**src/rtl/pdp8_timing_ctl.sv**
```systemverilog
// Major-cycle timing sequencer for the PDP-8/I model: TS1-TS4 time states, TP1-TP4
// time pulses, RUN flip-flop, console start/continue/stop and halt handling.
module pdp8_timing_ctl #(
  parameter int TS1_CLKS = 4,
  parameter int TS2_CLKS = 4,
  parameter int TS3_CLKS = 4,
  parameter int TS4_CLKS = 4
) (
  input  logic       clk,
  input  logic       rst,
  input  logic       key_start,
  input  logic       key_cont,
  input  logic       key_stop,
  input  logic       sw_sing_step,
  input  logic       sw_sing_inst,
  input  logic       hlt_req,
  input  logic       inst_done,
  input  logic       io_pause,
  output logic [3:0] ts,
  output logic [3:0] tp,
  output logic       run,
  output logic       mem_start,
  output logic       start_clear
);

  typedef enum logic [2:0] {
    ST_IDLE,
    ST_TS1,
    ST_TS2,
    ST_TS3,
    ST_TS4
  } state_t;

  localparam logic [3:0] LAST1 = 4'(TS1_CLKS - 1);
  localparam logic [3:0] LAST2 = 4'(TS2_CLKS - 1);
  localparam logic [3:0] LAST3 = 4'(TS3_CLKS - 1);
  localparam logic [3:0] LAST4 = 4'(TS4_CLKS - 1);

  state_t     state_q, state_d;
  logic [3:0] cnt_q, cnt_d;
  logic       stop_pend_q, stop_pend_d;
  logic       run_q, run_d;
  logic [3:0] ts_q, ts_d;
  logic       mem_start_q, mem_start_d;
  logic       start_clear_q, start_clear_d;
  logic       halt;

  always_ff @(posedge clk) begin
    if (rst) begin
      state_q       <= ST_IDLE;
      cnt_q         <= 4'd0;
      stop_pend_q   <= 1'b0;
      run_q         <= 1'b0;
      ts_q          <= 4'd0;
      mem_start_q   <= 1'b0;
      start_clear_q <= 1'b0;
    end else begin
      state_q       <= state_d;
      cnt_q         <= cnt_d;
      stop_pend_q   <= stop_pend_d;
      run_q         <= run_d;
      ts_q          <= ts_d;
      mem_start_q   <= mem_start_d;
      start_clear_q <= start_clear_d;
    end
  end

  assign halt = stop_pend_q | key_stop | sw_sing_step | hlt_req | (sw_sing_inst & inst_done);

  always_comb begin
    state_d       = state_q;
    cnt_d         = cnt_q;
    run_d         = run_q;
    mem_start_d   = 1'b0;
    start_clear_d = 1'b0;
    tp            = 4'd0;
    // A stop requested mid-cycle is remembered until the cycle ends; IDLE entry clears it below.
    stop_pend_d   = stop_pend_q | (key_stop & (state_q != ST_IDLE));

    case (state_q)
      ST_IDLE: begin
        if (key_start | key_cont) begin
          state_d       = ST_TS1;
          cnt_d         = 4'd0;
          run_d         = 1'b1;
          mem_start_d   = 1'b1;
          start_clear_d = key_start;
          stop_pend_d   = key_stop;
        end
      end
      ST_TS1: begin
        if (cnt_q == LAST1) begin
          tp[0]   = 1'b1;
          state_d = ST_TS2;
          cnt_d   = 4'd0;
        end else begin
          cnt_d = cnt_q + 4'd1;
        end
      end
      ST_TS2: begin
        if (cnt_q == LAST2) begin
          tp[1]   = 1'b1;
          state_d = ST_TS3;
          cnt_d   = 4'd0;
        end else begin
          cnt_d = cnt_q + 4'd1;
        end
      end
      ST_TS3: begin
        // io_pause parks TS3 at its terminal count with TP3 held back.
        if (cnt_q == LAST3) begin
          if (!io_pause) begin
            tp[2]   = 1'b1;
            state_d = ST_TS4;
            cnt_d   = 4'd0;
          end
        end else begin
          cnt_d = cnt_q + 4'd1;
        end
      end
      ST_TS4: begin
        if (cnt_q == LAST4) begin
          tp[3] = 1'b1;
          cnt_d = 4'd0;
          if (halt) begin
            state_d     = ST_IDLE;
            run_d       = 1'b0;
            stop_pend_d = 1'b0;
          end else begin
            state_d     = ST_TS1;
            mem_start_d = 1'b1;
          end
        end else begin
          cnt_d = cnt_q + 4'd1;
        end
      end
      default: begin
        state_d = ST_IDLE;
        cnt_d   = 4'd0;
        run_d   = 1'b0;
      end
    endcase

    case (state_d)
      ST_TS1:  ts_d = 4'b0001;
      ST_TS2:  ts_d = 4'b0010;
      ST_TS3:  ts_d = 4'b0100;
      ST_TS4:  ts_d = 4'b1000;
      default: ts_d = 4'b0000;
    endcase
  end

  assign ts          = ts_q;
  assign run         = run_q;
  assign mem_start   = mem_start_q;
  assign start_clear = start_clear_q;

endmodule

```
**config.mk**
```make
export PLATFORM = sky130hd
export DESIGN_NAME = pdp8_timing_ctl
export DESIGN_NICKNAME = d
export VERILOG_FILES = /design/src/rtl/pdp8_timing_ctl.sv
export SDC_FILE = /design/constraint.sdc
export NUM_CORES = 1
export LEC_CHECK = 0
export ABC_AREA = 1
export ABC_CLOCK_PERIOD_IN_PS = 1910
export CORE_ASPECT_RATIO = 0.7
export CORE_MARGIN = 4
export CORE_UTILIZATION = 30
export DETAILED_ROUTE_END_ITERATION = 8
export PLACE_DENSITY = 0.59
export SYNTH_ARGS = -nofsm -noshare
export SYNTH_HDL_FRONTEND = slang
export SYNTH_SLANG_ARGS = --single-unit
export TNS_END_PERCENT = 30
```
**constraint.sdc**
```tcl
create_clock -name clk -period 1.91 [get_ports clk]
set_clock_uncertainty 0.15 [all_clocks]
set_input_delay 0.2865 -clock clk [delete_from_list [all_inputs] [get_ports clk]]
set_output_delay 0.2865 -clock clk [all_outputs]
set_load 0.05 [all_outputs]
```
Word level (Yosys, flattened, before mapping) --
Cells that the tools add are included.
Cells by class: add/sub/neg operators 1, equality and inequality tests 13, mux-type cells 33, bitwise logic cells 11, reduce and logical (&&, ||, !) cells 7
Operators with widths (count):
- $mux W3 | 6
- $mux W1 | 17
- $mux W4 | 4
- $pmux W4 S4 | 1
- $pmux W3 S5 | 1
- $eq A3 B2 Y1 const B | 4
- $pmux W4 S3 | 1
- $reduce_or A3 Y1 | 3
- $eq A3 B1 Y1 const B | 2
- $eq A3 B3 Y1 const B | 2
- $ne A2 B2 Y1 const B | 3
- $or A1 B1 Y1 | 6
- $add A4 B1 Y4 const B | 1
- $eq A4 B2 Y1 const B | 1
- $pmux W1 S2 | 2
- $reduce_and A4 Y1 | 1
- $logic_not A3 Y1 | 1
- $ne A3 B3 Y1 const B | 1
- $not A1 Y1 | 3
- $pmux W1 S3 | 1
- $reduce_bool A3 Y1 | 1
- $and A1 B1 Y1 | 2
- $reduce_and A2 Y1 | 1
Storage, ports and cells: flip-flop bits (word level) 15, input port bits 10, logic and storage cells 72

Logic depth before layout (Yosys ltp) --
Gate-level depths: netlist of the first run.
depth in word-level cells 9, gate-level depth with buffers 10

Worst setup path after synthesis of the first run --
OpenSTA, ideal clock, no wires.
kind flip-flop to output port, from reg cnt_q[0], to out tp[2], arrival 1.382 ns, path slack 0.091 ns, cell stages (with the launch flop) 4, path through dfxtp_1 -> ha_1 -> nand3b_1 -> nor2_1
On the way: word-level cells in the longest chain between the ends 3
Ends and longest elaborated chain:
- from (decl) | RTL line 40 | logic [3:0] cnt_q, cnt_d;
- from (signal assigned) | RTL line 59 | cnt_q <= cnt_d;
- $eq A4 B2 Y1 | RTL line 111 | if (cnt_q == LAST3) begin
- $mux W1 | RTL line 111
- $mux W1 | RTL line 80 | case (state_q)
- to (decl) | RTL line 20 | output logic [3:0] tp,
Every way passes these cells.

Worst setup path after layout of the first run --
from reg cnt_q[1], to out tp[0]
On the way: word-level cells in the longest chain between the ends 3
Ends and longest elaborated chain:
- $eq A4 B2 Y1 | RTL line 92 | if (cnt_q == LAST1) begin
- $mux W1 | RTL line 92
- $mux W1 | RTL line 80
Every way passes these cells.

==> results.toml, run 1 <==
[global_route]
grt_usage_pct = 11.99
overflow = 0
grt_pass1_vias = 701
antenna_found_initial = 0
grt_first_pass_wirelength_mm = 3.077
grt_max_degree = 12

[sta]
tightest_slew_ns = 0.2478
rsz0062_at_grt = "no"
drv_slew = 0
setup_viol = 0
finalSetupTns_ns = 0
finalHoldViolCount = 0
layout_min_cycle_time_ns = 1.810
period_share_pct = 94.74
layout_setup_ws_ns = 0.1004
slew_headroom_pct = 83.42
fmax_ghz = 0.5526

[logic_synthesis]
yosysSeqAreaShare_pct = 38.83
ys.warnings.count = 0
synth_top_family_by_area = "simple AND/OR/NAND/NOR gates"
synth_simple_gate_area_share_pct = 44.17
synth_top_area_cell = "dfxtp_1"
synth_cell_types = 21
synth_fa_ha_area_share_pct = 1.618
avgSynthCellArea_um2 = 6.966
synthMuxAreaShare_pct = 0
syn-instance-count = 111
ys_async_sr_fraction_pct = 0
synthXorXnorAreaFrac_pct = 0
synth_enable_flop_cells = 0
synth.area.top_cells = "dfxtp_1 (39%), nand2_1 (14%), inv_1 (7.3%)"
syn_nets = 122
synthFlopType = "dfxtp_1"
synth_seq_cells = 15
synth_compound_area_share_pct = 6.149
synth_top_area_share_pct = 38.83
synth_area_um2 = 773.2

[cts]
htree_levels = 1
clk_path_buf_depth = 2
cts-root-buf = "clkbuf_8"
clock_latency_ns = 0.24
cts_tree = "built"
numCtsBuffers = 3
clk_pin_slew_worst_paths_ns = 0.06
clkSinkCount = 15
post_cts_buffers = 0

[power]
power_frac_clock_pct = 35.4
ir_drop_mv = 0.3246
pwr-share-comb_pct = 17.9
switching_power_mw = 0.1963
sequentialPowerShare_pct = 46.7
power_leakage_nw = 0.5302
powerDensity_nw_per_um2 = 657.3
p_int_mw = 0.5274
swShare_pct = 27.12

[floorplanning]
num_rows = 15
dieArea_um2 = 3467
initial_core_util_pct = 31.45
io_pins = 21
die_h_um = 50.48
core_area_um2 = 2459
die_x_um = 68.68

[detailed_routing]
drt_pass1_iterations = 4
wl_per_cell_um = 10.41
wl_mm = 1.759
vias_per_cell = 4.361
drtIter0Drc = 45
drc = 0
vias = 737
ant_nets = 0

[setup_path]
end_kind = "output pin"
path_class = "reg -> out"
cp.arrival_ns = 1.37
slowest_stage = "dfxtp_1"
path_cells = "ha_4, nand2_4, inv_2, nand2_1, inv_1, buf_12"
crit_buf_inv = 3
worstPathMaxFanout = 6
cp_data_required_time_ns = 1.47
r2r_slack_ns = 0.52
cp_top_family = "flip-flops"
start_kind = "flop"
slowest_delay_ns = 0.39

[flow_run]
maxCapViolCount = 0

[layout]
drive_gt1_share_pct = 26.67
most-common-layout-cells = "nand2_1 (28), inv_1 (15), nor2_1 (14), dfxtp_1 (14), clkdlybuf4s50_1 (9)"
nNetsFinal = 147
final_common_cell = "nand2_1"
area_delta_synth_final_pct = 42.40
diodes = 0
fin_util_pct = 44.78

[placed_design]
hpwl_mm = 1.361
gp_congestion = 0.7814
port_buffers = 20
pre_cts_ws_ns = 0.1528

[run_status]
status = "finished, final reports clean"

[worst_hold_path]
hold_class = "reg -> reg"
[stage by stage]
| stage | instance area [um2] | total power, mW | std cells | hold WS [ns] |
|---|---|---|---|---|
| final | 1101 | 0.7237 | 169 | 0.3187 |
| after global routing | 1101 | 0.7593 | 169 | 0.3910 |
| after CTS | 1090 | 0.7295 | 169 | 0.3181 |
| after detailed placement | 1042 | 0.4719 | 165 | 0.3081 |
| after global placement | 1042 | 0.4697 | 165 | 0.3009 |
| after floorplan | 773.2 | 0.4258 | 111 | 0.2626 |
[sequential cells by signal (all words and copies together) (netlist names)]
| register | flops |
|---|---|
| cnt_q | 4 |
| ts | 4 |
| state_q | 3 |
| mem_start | 1 |
| run | 1 |
| start_clear | 1 |
| stop_pend_q | 1 |
[cell usage after synthesis, types with 2 or more instances]
master and count:
a21oi_1 7, nor2_1 14, or2_2 2, inv_2 3, nand2_2 4, nand4_1 2
nor2_4 3, nor2_2 3, dfxtp_1 15, nand3_1 5, inv_1 15, nand2_1 28
nand3_2 2
[cell families after synthesis]
| kind of cell | Yosys count |
|---|---|
| flops | 15 |
| compound gates | 9 |
| buf+inv | 19 |
| simple gates | 67 |
| fa+ha+maj | 1 |
[power groups by stage]
stage	combinational, mW	sequential, mW	clock (mW)
after floorplan	0.0585	0.367	0
after global placement	0.127	0.342	0
after detailed placement	0.129	0.343	0
after CTS	0.130	0.336	0.263
after global routing	0.145	0.339	0.275
final	0.130	0.338	0.256
[routing by layer]
layer / track usage (%) / vias up / share of wire, %
li1: - / 392 / -
met1: 16.51 / 322 / 51
met2: 17.27 / 23 / 42
met3: 4.698 / 0 / 6.5
met4: 2.970 / 0 / 0
met5: 0 / - / 0
[tightest hold or removal path: stages, from the launching register on]
cell	delay, ns
dfxtp_1	0.31
nand2_1	0.06
a21oi_1	0.05
[cell type report]
cell class                 count  area, um2
timing repair buffer          21      230.2
clock buffer                   4      45.04
inverter                      18      67.56
fill                         261       1358
multi-input combinational     77      414.1
sequential                    15      301.5
tap                           34      42.54
[what timing repair did]
item / in CTS / in global routing
hold buffers: 0 / 0
endpoints found under the setup margin: 1 / 2
gates resized for setup: 1 / 2
[final timing paths]
| kind | start | endpoint | depth (start not counted) |
|---|---|---|---|
| worst max-delay path | cnt_q[1] | tp[0] | 6 |
| worst min-delay path | run | run | 2 |
| worst max register to register | cnt_q[1] | ts[0] | 7 |
| worst min register to register | run | run | 2 |
Power figures use the tool's default switching activity.
==> run 2: changes to the inputs <==
SLEW_MARGIN = 20   (was unset)
==> results of run 2 <==
The final DEF is identical to that of run 1; final timing and power are the same.
